File: config.mk
export PLATFORM = sky130hd
export DESIGN_NAME = ms_pulse_generator_flat
export DESIGN_NICKNAME = d
export VERILOG_FILES = /design/src/rtl/ms_timing_pkg.sv /design/src/rtl/ms_pulse_generator_if.sv /design/src/rtl/ms_down_counter.sv /design/src/rtl/ms_pulse_generator.sv /design/src/flat_wrapper.sv
export SDC_FILE = /design/constraint.sdc
export NUM_CORES = 1
export LEC_CHECK = 0
export ABC_AREA = 1
export CAP_MARGIN = 0
export CELL_PAD_IN_SITES_DETAIL_PLACEMENT = 1
export CELL_PAD_IN_SITES_GLOBAL_PLACEMENT = 1
export CORE_UTILIZATION = 39
export DETAILED_ROUTE_END_ITERATION = 16
export PLACE_DENSITY = 0.87
export SLEW_MARGIN = 5
export SYNTH_ARGS = -nofsm -noshare
export SYNTH_HDL_FRONTEND = slang
export SYNTH_HIERARCHICAL = 1
export SYNTH_SLANG_ARGS = --single-unit
File: constraint.sdc
create_clock -name clk_1khz -period 3.4 [get_ports clk_1khz]
set_input_delay 0.68 -clock clk_1khz [delete_from_list [all_inputs] [get_ports clk_1khz]]
set_output_delay 0.68 -clock clk_1khz [all_outputs]
set_load 0.01 [all_outputs]
File: src/rtl/ms_timing_pkg.sv
// Shared timing definitions for the ms-domain blocks (pulse generator and
// measurement timer): counter width and the pulse-generator state encoding.
package ms_timing_pkg;

  localparam int unsigned CNT_W_DEFAULT = 12;

  typedef enum logic [1:0] {
    PG_IDLE  = 2'd0,
    PG_DELAY = 2'd1,
    PG_PULSE = 2'd2
  } pg_state_t;

endpackage

File: src/rtl/ms_pulse_generator_if.sv
// Request/status bundle for ms_pulse_generator.
//   master (control FSM / bench): drives start, stop, delay_ms, width_ms
//                                 (and repeat_en when MS_PULSE_REPEAT_EN is defined)
//   slave  (pulse generator)    : drives pulse_out, busy, done, aborted, remaining_ms
interface ms_pulse_generator_if
  import ms_timing_pkg::*;
#(
  parameter int unsigned CNT_W = CNT_W_DEFAULT
) ();

  logic             start;
  logic             stop;
  logic [CNT_W-1:0] delay_ms;
  logic [CNT_W-1:0] width_ms;
`ifdef MS_PULSE_REPEAT_EN
  logic             repeat_en;
`endif
  logic             pulse_out;
  logic             busy;
  logic             done;
  logic             aborted;
  logic [CNT_W-1:0] remaining_ms;

  modport master (
`ifdef MS_PULSE_REPEAT_EN
    output repeat_en,
`endif
    output start, stop, delay_ms, width_ms,
    input  pulse_out, busy, done, aborted, remaining_ms
  );

  modport slave (
`ifdef MS_PULSE_REPEAT_EN
    input  repeat_en,
`endif
    input  start, stop, delay_ms, width_ms,
    output pulse_out, busy, done, aborted, remaining_ms
  );

endinterface

File: src/rtl/ms_down_counter.sv
// Loadable down-counter, saturating at zero.
//   clk_1khz, reset : clock, async active-high reset
//   clr             : force count to 0 (priority over load)
//   load, load_val  : load a new value
//   en              : decrement by one (held at 0, never wraps)
//   count, zero     : current value and count==0 flag
module ms_down_counter
  import ms_timing_pkg::*;
#(
  parameter int unsigned CNT_W = CNT_W_DEFAULT
) (
  input  logic             clk_1khz,
  input  logic             reset,
  input  logic             load,
  input  logic [CNT_W-1:0] load_val,
  input  logic             en,
  input  logic             clr,
  output logic [CNT_W-1:0] count,
  output logic             zero
);

  logic [CNT_W-1:0] count_q;

  always_ff @(posedge clk_1khz or posedge reset) begin
    if (reset) begin
      count_q <= '0;
    end else if (clr) begin
      count_q <= '0;
    end else if (load) begin
      count_q <= load_val;
    end else if (en && !zero) begin
      count_q <= count_q - CNT_W'(1);
    end
  end

  assign count = count_q;
  assign zero  = (count_q == '0);

endmodule

File: src/rtl/ms_pulse_generator.sv
// Millisecond timed-pulse generator (1 cycle of clk_1khz = 1 ms).
// After an accepted start, waits delay_ms, then drives pulse_out for width_ms.
//   clk_1khz, reset : clock, async active-high reset
//   bus (slave)     : start/stop/delay_ms/width_ms in;
//                     pulse_out/busy/done/aborted/remaining_ms out (all registered)
// Optional feature: define MS_PULSE_REPEAT_EN to add bus.repeat_en, which makes a
// request with width > 0 repeat its delay+pulse period until stopped.
module ms_pulse_generator
  import ms_timing_pkg::*;
#(
  parameter int unsigned CNT_W = CNT_W_DEFAULT
) (
  input  logic                  clk_1khz,
  input  logic                  reset,
  ms_pulse_generator_if.slave   bus
);

  pg_state_t        state_q, state_d;
  logic [CNT_W-1:0] delay_q, delay_d;
  logic [CNT_W-1:0] width_q, width_d;
  logic             pulse_q, pulse_d;
  logic             busy_q, busy_d;
  logic             done_q, done_d;
  logic             aborted_q, aborted_d;
`ifdef MS_PULSE_REPEAT_EN
  logic             rpt_q, rpt_d;
`endif

  logic             cnt_load;
  logic [CNT_W-1:0] cnt_load_val;
  logic             cnt_en;
  logic             cnt_clr;
  logic [CNT_W-1:0] cnt_count;
  logic             cnt_zero;

  logic             last_c;
  logic             launch_c;
  logic [CNT_W-1:0] launch_delay_c;
  logic [CNT_W-1:0] launch_width_c;
  logic             finish_c;
  logic             abort_c;

  // Phase countdown; its value is the remaining_ms output.
  ms_down_counter #(.CNT_W(CNT_W)) u_cnt (
    .clk_1khz (clk_1khz),
    .reset    (reset),
    .load     (cnt_load),
    .load_val (cnt_load_val),
    .en       (cnt_en),
    .clr      (cnt_clr),
    .count    (cnt_count),
    .zero     (cnt_zero)
  );

  // The phase ends on the edge where the count would reach zero; zero itself
  // is only a guard against a stuck phase.
  assign last_c = cnt_zero || (cnt_count == CNT_W'(1));

  // State register.
  always_ff @(posedge clk_1khz or posedge reset) begin
    if (reset) begin
      state_q   <= PG_IDLE;
      delay_q   <= '0;
      width_q   <= '0;
      pulse_q   <= 1'b0;
      busy_q    <= 1'b0;
      done_q    <= 1'b0;
      aborted_q <= 1'b0;
`ifdef MS_PULSE_REPEAT_EN
      rpt_q     <= 1'b0;
`endif
    end else begin
      state_q   <= state_d;
      delay_q   <= delay_d;
      width_q   <= width_d;
      pulse_q   <= pulse_d;
      busy_q    <= busy_d;
      done_q    <= done_d;
      aborted_q <= aborted_d;
`ifdef MS_PULSE_REPEAT_EN
      rpt_q     <= rpt_d;
`endif
    end
  end

  // Next-state and output logic.
  always_comb begin
    state_d        = state_q;
    delay_d        = delay_q;
    width_d        = width_q;
    pulse_d        = pulse_q;
    busy_d         = busy_q;
    done_d         = 1'b0;
    aborted_d      = 1'b0;
`ifdef MS_PULSE_REPEAT_EN
    rpt_d          = rpt_q;
`endif
    cnt_load       = 1'b0;
    cnt_load_val   = '0;
    cnt_en         = 1'b0;
    cnt_clr        = 1'b0;
    launch_c       = 1'b0;
    launch_delay_c = delay_q;
    launch_width_c = width_q;
    finish_c       = 1'b0;
    abort_c        = 1'b0;

    case (state_q)
      PG_IDLE: begin
        // stop outranks start, so start+stop together is not accepted
        if (bus.start && !bus.stop) begin
          launch_c       = 1'b1;
          launch_delay_c = bus.delay_ms;
          launch_width_c = bus.width_ms;
          delay_d        = bus.delay_ms;
          width_d        = bus.width_ms;
`ifdef MS_PULSE_REPEAT_EN
          rpt_d          = bus.repeat_en;
`endif
        end
      end

      PG_DELAY: begin
        if (bus.stop) begin
          abort_c = 1'b1;
        end else if (last_c) begin
          if (width_q != '0) begin
            state_d      = PG_PULSE;
            cnt_load     = 1'b1;
            cnt_load_val = width_q;
            pulse_d      = 1'b1;
          end else begin
            finish_c = 1'b1;
          end
        end else begin
          cnt_en = 1'b1;
        end
      end

      PG_PULSE: begin
        if (bus.stop) begin
          abort_c = 1'b1;
        end else if (last_c) begin
`ifdef MS_PULSE_REPEAT_EN
          // Back-to-back period: restart from the latched delay/width.
          if (rpt_q) begin
            launch_c = 1'b1;
            done_d   = 1'b1;
          end else begin
            finish_c = 1'b1;
          end
`else
          finish_c = 1'b1;
`endif
        end else begin
          cnt_en = 1'b1;
        end
      end

      default: begin
        state_d = PG_IDLE;
        cnt_clr = 1'b1;
        pulse_d = 1'b0;
        busy_d  = 1'b0;
      end
    endcase

    // Enter the first phase of a request; zero-length phases are skipped.
    if (launch_c) begin
      busy_d = 1'b1;
      if (launch_delay_c != '0) begin
        state_d      = PG_DELAY;
        cnt_load     = 1'b1;
        cnt_load_val = launch_delay_c;
        pulse_d      = 1'b0;
      end else if (launch_width_c != '0) begin
        state_d      = PG_PULSE;
        cnt_load     = 1'b1;
        cnt_load_val = launch_width_c;
        pulse_d      = 1'b1;
      end else begin
        state_d = PG_IDLE;
        cnt_clr = 1'b1;
        pulse_d = 1'b0;
        busy_d  = 1'b0;
        done_d  = 1'b1;
      end
    end

    if (finish_c) begin
      state_d = PG_IDLE;
      cnt_clr = 1'b1;
      pulse_d = 1'b0;
      busy_d  = 1'b0;
      done_d  = 1'b1;
    end

    if (abort_c) begin
      state_d   = PG_IDLE;
      cnt_clr   = 1'b1;
      pulse_d   = 1'b0;
      busy_d    = 1'b0;
      aborted_d = 1'b1;
    end
  end

  assign bus.pulse_out    = pulse_q;
  assign bus.busy         = busy_q;
  assign bus.done         = done_q;
  assign bus.aborted      = aborted_q;
  assign bus.remaining_ms = cnt_count;

endmodule
File: src/flat_wrapper.sv
// flat-port wrapper written by rule: the top's interface ports become plain ports
module ms_pulse_generator_flat import ms_timing_pkg::*;
#(
  parameter int unsigned CNT_W = CNT_W_DEFAULT
)
  (clk_1khz, reset, bus_start, bus_stop, bus_delay_ms, bus_width_ms, bus_pulse_out, bus_busy, bus_done, bus_aborted, bus_remaining_ms);
  ms_pulse_generator_if #(.CNT_W(CNT_W)) bus_i ();
  input  logic clk_1khz;
  input  logic reset;
  input wire logic [$bits(bus_i.start)-1:0] bus_start;
  input wire logic [$bits(bus_i.stop)-1:0] bus_stop;
  input wire logic [$bits(bus_i.delay_ms)-1:0] bus_delay_ms;
  input wire logic [$bits(bus_i.width_ms)-1:0] bus_width_ms;
  output wire logic [$bits(bus_i.pulse_out)-1:0] bus_pulse_out;
  output wire logic [$bits(bus_i.busy)-1:0] bus_busy;
  output wire logic [$bits(bus_i.done)-1:0] bus_done;
  output wire logic [$bits(bus_i.aborted)-1:0] bus_aborted;
  output wire logic [$bits(bus_i.remaining_ms)-1:0] bus_remaining_ms;
  assign bus_i.start = bus_start;
  assign bus_i.stop = bus_stop;
  assign bus_i.delay_ms = bus_delay_ms;
  assign bus_i.width_ms = bus_width_ms;
  assign bus_pulse_out = bus_i.pulse_out;
  assign bus_busy = bus_i.busy;
  assign bus_done = bus_i.done;
  assign bus_aborted = bus_i.aborted;
  assign bus_remaining_ms = bus_i.remaining_ms;
  ms_pulse_generator #(.CNT_W(CNT_W)) u_core (.clk_1khz(clk_1khz), .reset(reset), .bus(bus_i));
endmodule
==> impl_metrics.toml, run 1 <==
[global_route]
antenna_found_initial = 0
grt_pass1_vias = 3078
grt_pass1_wl_um = 14600
track_usage_pct = 24.0
grt.overflow.total = 0
grt_max_degree = 44

[power]
p_leak_uw = 0.00203
cellPowerDensity_nw_per_um2 = 787
irDropWorstVdd_v = 0.000288

[timing]
slew_violations = 0
tns_ps = 0
slew_headroom_pct = 67.5
fin_crit_sh_pct = 87.4
setup_viol = 0
fin_crit_ps = 2970
fmax_mhz = 337
hold_viol_final = 0
tightest_slew_ps = 486
skew_ps = 15.1
rsz0062_at_grt = "no"

[synthesis]
synth.distinct_cells = 34
synth_commonest_cells = "163 x nand2_1, 95 x inv_1, 41 x dfrtp_1, 29 x nor2_1, 22 x nand4_1"
yosys_warnings = 6
synth_seq_area_share_pct = 34.3
syn-num-nets = 489
syn_area_per_cell_um2 = 6.58
async_flop_share_pct = 100
netlist.area_leader.share_pct = 34.3
syn_inst = 455
synth_ff_type = "dfrtp_1"
yosysMostFrequentCell = "nand2_1"
synth_edf_count = 0
yosys.area.top_type = "dfrtp_1"
synth-seq-cells = 41
synth_area_leaders = "dfrtp_1 34%, nand2_1 20%, inv_1 12%, nand4_1 4.6%, nor2_1 3.6%"
synth_area_um2 = 2990

[cells_and_area]
layout-drive-gt1-share_pct = 9.90
finalInstanceArea_um2 = 3650
syn_to_final_growth_pct = 21.9
fillers = 1005
num_antenna_cells = 0
layout.nets = 538
final_util_pct = 49.8
stdcell_count = 604

[die]
start_util_pct = 40.8
rows = 31
die_w_um = 89.6
ios = 44
chipHeight_um = 89.6
die_area_um2 = 8030
core_region_area_um2 = 7330

[clock_tree]
cts_root_buf = "clkbuf_8"
htree_levels = 2
cts_buffer_depth = 2
ctsHoldBuffers = 0
path_clk_slew_ps = 90
post_cts_resize_count = 0
post_cts_buffers = 0
cts_tree = "done"
cts_buffers = 5
clock_latency_ps = 310
cts_num_sinks = 41

[setup_path]
crit_type = "input pin to flop"
path_max_fanout = 28
reg2reg_slack_ps = 540
cp.required_ps = 3610
endpoint_kind = "flop"
worstReg2RegEnd = "u_core/u_cnt/count[6]$_DFFE_PP0P_"
timing.rr.start = "u_core/state_q[1]$_DFFE_PP0P_"
cp-start-kind = "input pin"
worst_r2r_path_depth = 16
critPathArrivalTime_ps = 3180

[placement]
dp_hpwl_um = 6630
placedCellCount = 596
placed_area_um2 = 3540
port-buffer-count = 43
place_congestion = 0.827

[drt]
drc = 0
route.vias.total = 2958
viasPerCell = 4.90
wl_um = 8540
first_pass_iters = 4
drt_iter0_drc = 136
wl_per_cell_um = 14.1
ant_nets = 0

[outcome]
outcome = "completed"

[hold_path]
holdPathStages = 2
hp-class = "flop to flop"
min-delay-start = "u_core/delay_q[6]$_DFF_PP0_"
min_to = "u_core/delay_q[6]$_DFF_PP0_"

[job]
maxCapViolCount = 0
-- critical path: stages --
cell	delay (ps)
clkdlybuf4s50_1	540
nand3_4	300
nand2_1	180
nand2_1	80
nor2_1	130
nand2_1	120
nand3b_2	280
nand2_4	90
nand3b_1	170
inv_4	220
nand2_4	90
nand2_4	100
inv_2	50
nand2_1	60
nand2_1	50
-- how the worst max path moves through the flow --
stage,startpoint,end,cells past startpoint,slack (ps)
global route,bus_start,u_core/u_cnt/count[10]$_DFFE_PP0P_,14,240
detailed placement,bus_start,u_core/u_cnt/count[7]$_DFFE_PP0P_,15,140
CTS,bus_start,u_core/u_cnt/count[7]$_DFFE_PP0P_,15,410
global placement,bus_stop,u_core/u_cnt/count[9]$_DFFE_PP0P_,16,270
floorplan,u_core/state_q[1]$_DFFE_PP0P_,u_core/u_cnt/count[0]$_DFFE_PP0P_,19,790
finish,bus_start,u_core/u_cnt/count[6]$_DFFE_PP0P_,15,430
-- metal layers --
layer,wire length (um),GRT usage [%],vias to the layer above,share of wire (%)
li1,-,-,1471,-
met1,3730,29.0,1405,44
met2,4410,44.4,70,52
met3,275,3.47,12,3.2
met4,129,6.64,0,1.5
met5,0,0,-,0
-- sequential cells by signal, indices dropped and copies added, names as in the netlist --
register            cells
u_core/bus.aborted      1
u_core/bus.busy         1
u_core/bus.done         1
u_core/delay_q         12
u_core/state_q          2
u_core/u_cnt/count     12
u_core/width_q         12
-- per-stage QoR --
stage	setup WS [ps]	power (uW)	hold slack, ps
after CTS	409	2890	487
after detailed placement	145	2460	462
final	429	2870	486
after global routing	243	3120	527
after global placement	275	2380	462
after floorplan	792	1970	445
-- cells in the final DEF, fill, tap and decap left out, types with 4 or more instances in the layout --
cell | Yosys | layout
clkdlybuf4s50_1 | 0 | 43
buf_4 | 0 | 9
o21ai_0 | 9 | 9
nand2_2 | 5 | 5
nand2_1 | 163 | 163
nand3_1 | 21 | 21
clkbuf_8 | 0 | 5
dfrtp_1 | 41 | 41
nor2_1 | 29 | 29
nand2_4 | 6 | 6
o22ai_1 | 5 | 5
a21oi_1 | 4 | 4
nand4_1 | 22 | 22
ha_1 | 6 | 6
inv_1 | 95 | 95
nor2_2 | 7 | 7
-- area by class of cell --
type                            instances  area, um^2  share of cell area (%)
Inverter                               99         375                    10.3
Timing Repair Buffer                   53         518                    14.2
Clock inverter                          3        43.8                    1.20
Clock buffer                            5        68.8                    1.89
Sequential cell                        41        1030                    28.1
Multi-Input combinational cell        304        1490                    40.9
Tap cell                               99         124                    3.39
-- where the power goes --
part | switching [uW] | internal, uW
sequential | 160 | 704
clock | 192 | 220
combinational | 1000 | 594
total | 1360 | 1520
-- cell families after synthesis --
kind of cell	share of synthesized area (%)
xor gates and xnor gates	0.293
and+or+nand+nor	41.4
buffers and inverters	15.8
muxes	0.334
DFF	34.3
adders and majority gates	2.51
AOI/OAI and AO/OA	5.35
(Power assumes the default switching activity.)
==> run 2: changes to the inputs <==
PLACE_DENSITY = default   (was 0.87)
PLACE_DENSITY_LB_ADDON = 0.1   (was default)
==> run 2 against run 1 <==
Worst hold slack better by 0.95 ps; first-iteration DRC count down 37%; clock-buffer cell count stayed put; clock power down 7.3%; register-to-register slack about the same; fmax fell by 2.6%; combinational power hardly changed; critical endpoint unchanged; largest power group unchanged.
==> impl_metrics.toml, run 2 (same netlist as run 1, synthesis figures left out) <==
[timing]
slew_headroom_pct = 68.6
setup_viol = 0
tns_ps = 0
whs_ps = 487
fmax_mhz = 328
rsz0062_at_grt = "no"
tightest_slew_ps = 470
hold_viol_final = 0
fin_crit_sh_pct = 89.7
fin_crit_ps = 3050
slew_violations = 0
skew_ps = 10.0

[setup_path]
startpoint = "bus_stop"
critPathArrivalTime_ps = 3230
path_max_fanout = 18
cp.required_ps = 3580
endpoint_kind = "flop"
timing.rr.start = "u_core/state_q[1]$_DFFE_PP0P_"
cp-start-kind = "input pin"
crit_type = "input pin to flop"

[drt]
wl_per_cell_um = 13.7
first_pass_iters = 4
met2_length_um = 4130
top_layer = "met4"
wl_met1_um = 3910
route.vias.total = 2892
wl_um = 8310
ant_nets = 0
drt_iter0_drc = 86
drc = 0
route.met3.wl_um = 145
viasPerCell = 4.78

[placement]
port-buffer-count = 43
placedCellCount = 598
place_congestion = 0.841
dp_hpwl_um = 6770

[clock_tree]
htree_levels = 2
post_cts_buffers = 0
post_cts_resize_count = 0
path_clk_slew_ps = 80
ctsHoldBuffers = 0
cts_buffers = 5
cts_root_buf = "clkbuf_8"
cts_num_sinks = 41
cts_tree = "done"
cts_buffer_depth = 2
clock_latency_ps = 300

[global_route]
grt_pass1_wl_um = 13700
grt_pass1_vias = 2975
antenna_found_initial = 0
grt.overflow.total = 0
track_usage_pct = 22.5
grt_max_degree = 30

[cells_and_area]
mostFrequentLayoutCells = "163 x nand2_1, 95 x inv_1, 43 x clkdlybuf4s50_1"
final_common_cell = "nand2_1"
layout-drive-gt1-share_pct = 10.1
syn_to_final_growth_pct = 22.1
stdcell_count = 605
layout.nets = 540
num_antenna_cells = 0
fillers = 990

[die]
chipHeight_um = 89.6
ios = 44
die_w_um = 89.6
core_region_area_um2 = 7330
die_area_um2 = 8030
start_util_pct = 40.8
rows = 31

[power]
p_leak_uw = 0.00204
irDropWorstVdd_v = 0.000252
cellPowerDensity_nw_per_um2 = 779

[hold_path]
hp-class = "flop to flop"
min-delay-start = "u_core/delay_q[5]$_DFF_PP0_"

[outcome]
outcome = "completed"

[job]
maxCapViolCount = 0
run 2: changes by cell type in the layout (fill, tap and decap cells not counted), sizes merged:
cell,change
buf,+2
inv,-1
run 2: worst paths after layout:
path | slack (ps) | endpoint | cells after the start
max | 350 | u_core/u_cnt/count[6]$_DFFE_PP0P_ | 17
min | 490 | u_core/delay_q[5]$_DFF_PP0_ | 2
max in group asynchronous | 2300 | u_core/bus.done$_DFF_PP0_ | 3
min in group asynchronous | 720 | u_core/u_cnt/count[1]$_DFFE_PP0P_ | 2
max reg2reg | 550 | u_core/u_cnt/count[11]$_DFFE_PP0P_ | 16
min reg2reg | 490 | u_core/delay_q[5]$_DFF_PP0_ | 2
run 2: layout make-up:
class	count	area (um^2)	share of cell area (%)
Tap cell	99	124	3.39
Inverter	99	375	10.3
Timing Repair Buffer	55	533	14.6
Sequential cell	41	1030	28.1
Clock buffer	5	68.8	1.88
Clock inverter	2	35.0	0.958
Multi-Input combinational cell	304	1490	40.9
run 2: report_power, final:
group          switching [uW]  internal [uW]
Sequential                149            704
Combinational            1010            604
Clock                     170            214
run 2: through the flow:
step / setup slack, ps / utilization [%] / area [um^2] / power [uW]
detailed placement: 29.9 / 48.5 / 3550 / 2480
global placement: 133 / 48.5 / 3550 / 2430
floorplan: 792 / - / 2990 / 1970
global route: 119 / 49.9 / 3660 / 3110
finish: 351 / 49.9 / 3660 / 2850
CTS: 337 / 49.9 / 3660 / 2880
run 2: critical path: stages:
cell	delay, ps
clkdlybuf4s50_1	610
inv_2	100
nand3_4	190
buf_4	200
nand2_1	80
nand2_1	90
nand2_1	60
nor2_2	140
nand3b_2	170
nand2_4	100
nand3b_1	210
inv_4	240
nand2_4	90
nand2_4	100
inv_2	50
nand2_1	60
nand2_1	50
run 2: routing by layer:
layer	global-route usage, %	vias to the layer above
li1	-	1479
met1	28.1	1365
met2	40.9	37
met3	2.47	11
met4	6.06	0
met5	0	-
==> run 3: changes to the inputs <==
PLACE_DENSITY = 0.77   (was default)
PLACE_DENSITY_LB_ADDON = default   (was 0.1)
REMOVE_ABC_BUFFERS = 1   (was default)
==> run 3 against run 2 <==
Power increased by 0.74%; final area down 0.21%; cell count fell by 0.17%; wire length rose by 4.2%; combinational power is essentially flat; first-iteration DRC count up 51%; global-route usage grew 1.4 points; clock power increased by 2%; critical path depth decreased by 2; sequential power grew 0.8%; largest power group unchanged.
==> impl_metrics.toml, run 3 (same netlist as run 1, synthesis figures left out) <==
[placement]
placedCellCount = 597
place_congestion = 0.803
port-buffer-count = 43
dp_hpwl_um = 6680

[timing]
fin_crit_sh_pct = 88.9
tightest_slew_ps = 461
fin_crit_ps = 3020
tns_ps = 0
slew_violations = 0
whs_ps = 488
hold_viol_final = 0
skew_ps = 3.38
fmax_mhz = 331
slew_headroom_pct = 69.2
rsz0062_at_grt = "no"
setup_viol = 0

[hold_path]
min-delay-start = "u_core/delay_q[4]$_DFF_PP0_"
min_to = "u_core/delay_q[4]$_DFF_PP0_"
hp-class = "flop to flop"
holdPathStages = 2

[setup_path]
endpoint_kind = "flop"
crit_buf_inv = 3
reg2reg_slack_ps = 470
crit_type = "input pin to flop"
crit_slowest_cell = "clkdlybuf4s50_1"
slowest_delay_ps = 560
timing.rr.start = "u_core/state_q[1]$_DFFE_PP0P_"
critPathArrivalTime_ps = 3220
path_depth = 15
path_max_fanout = 25
worst_r2r_path_depth = 16
worstReg2RegEnd = "u_core/u_cnt/count[7]$_DFFE_PP0P_"
critPathMostFrequentCell = "nand2_1"
cp-start-kind = "input pin"
crit_family = "simple AND/OR/NAND/NOR gates"
cp.required_ps = 3590
path_cells = "clkdlybuf4s50_1, nand3_4, nand2_1, nand2_1, nor2_1, nand2_1, nand3b_2, nand2_4, nand3b_1, inv_4, nand2_4, nand2_4, inv_2, nand2_1, nand2_1"

[cells_and_area]
layout-drive-gt1-share_pct = 9.90
final_util_pct = 49.8
layout.nets = 539
fillers = 980
syn_to_final_growth_pct = 21.9
mostFrequentLayoutCells = "163 x nand2_1, 95 x inv_1, 43 x clkdlybuf4s50_1"
final_common_cell = "nand2_1"
stdcell_count = 604
num_antenna_cells = 0

[drt]
route.vias.total = 2934
ant_nets = 0
wl_um = 8660
first_pass_iters = 4
wl_per_cell_um = 14.3
drc = 0
viasPerCell = 4.86
drt_iter0_drc = 130

[clock_tree]
htree_levels = 2
cts_root_buf = "clkbuf_8"
cts_tree = "done"
cts_buffers = 5
ctsHoldBuffers = 0
post_cts_buffers = 0
cts_buffer_depth = 2
clock_latency_ps = 300
cts_num_sinks = 41
post_cts_resize_count = 0
path_clk_slew_ps = 80

[global_route]
grt_max_degree = 44
track_usage_pct = 23.9
antenna_found_initial = 0
grt_pass1_wl_um = 14200
grt.overflow.total = 0
grt_pass1_vias = 2948

[die]
rows = 31
start_util_pct = 40.8
die_area_um2 = 8030
chipHeight_um = 89.6
ios = 44
die_w_um = 89.6
core_region_area_um2 = 7330

[power]
irDropWorstVdd_v = 0.000286
cellPowerDensity_nw_per_um2 = 786
p_leak_uw = 0.00203

[job]
maxCapViolCount = 0

[outcome]
outcome = "completed"
## run 3: changes by cell type in the layout (fill, tap and decap cells not counted)
cell   delta
buf_4     -1
## run 3: report_power, final
group	internal, uW	total, uW	switching, uW
logic	601	1620	1010
clock network	214	392	179
registers	704	860	156
total	1520	2870	1350
## run 3: worst reg2reg max path, cell delays in order, from the launching register on
cell and delay (ps):
dfrtp_1 420, inv_1 130, ha_1 280, nand3_4 310
nand2_1 150, nand2_1 80, nor2_1 120, nand2_1 120
nand3b_2 300, nand2_4 110, nand3b_1 190, inv_4 230
nand2_4 90, nand2_4 100, inv_2 60, nand2_1 70
nand2_1 60
## run 3: how the worst max path moves through the flow
stage,startpoint,end,slack [ps]
detailed placement,bus_start,u_core/u_cnt/count[7]$_DFFE_PP0P_,20
finish,bus_start,u_core/u_cnt/count[7]$_DFFE_PP0P_,380
global route,bus_start,u_core/u_cnt/count[11]$_DFFE_PP0P_,140
CTS,bus_start,u_core/u_cnt/count[11]$_DFFE_PP0P_,360
floorplan,u_core/state_q[1]$_DFFE_PP0P_,u_core/u_cnt/count[9]$_DFFE_PP0P_,360
global placement,bus_start,u_core/u_cnt/count[3]$_DFFE_PP0P_,130
## run 3: layout make-up
type,instances,area (um^2),share of cell area (%)
multi-input combinational,304,1490,40.9
timing repair buffer,54,526,14.4
inverter,99,375,10.3
clock inverter,2,35.0,0.960
sequential,41,1030,28.1
tap,99,124,3.40
clock buffer,5,68.8,1.89
## run 3: metrics by stage
stage               cell area (um^2)  worst slack [ps]  power [uW]
floorplan                       2900               360        1930
global placement                3540               126        2410
detailed placement              3540              24.0        2470
CTS                             3650               359        2890
global route                    3650               135        3140
finish                          3650               377        2870
## run 3: layer usage
layer / track usage (%) / share of wire, %
met1: 29.3 / 44
met2: 43.0 / 52
met3: 3.56 / 2.5
met4: 7.50 / 1.6
met5: 0 / 0
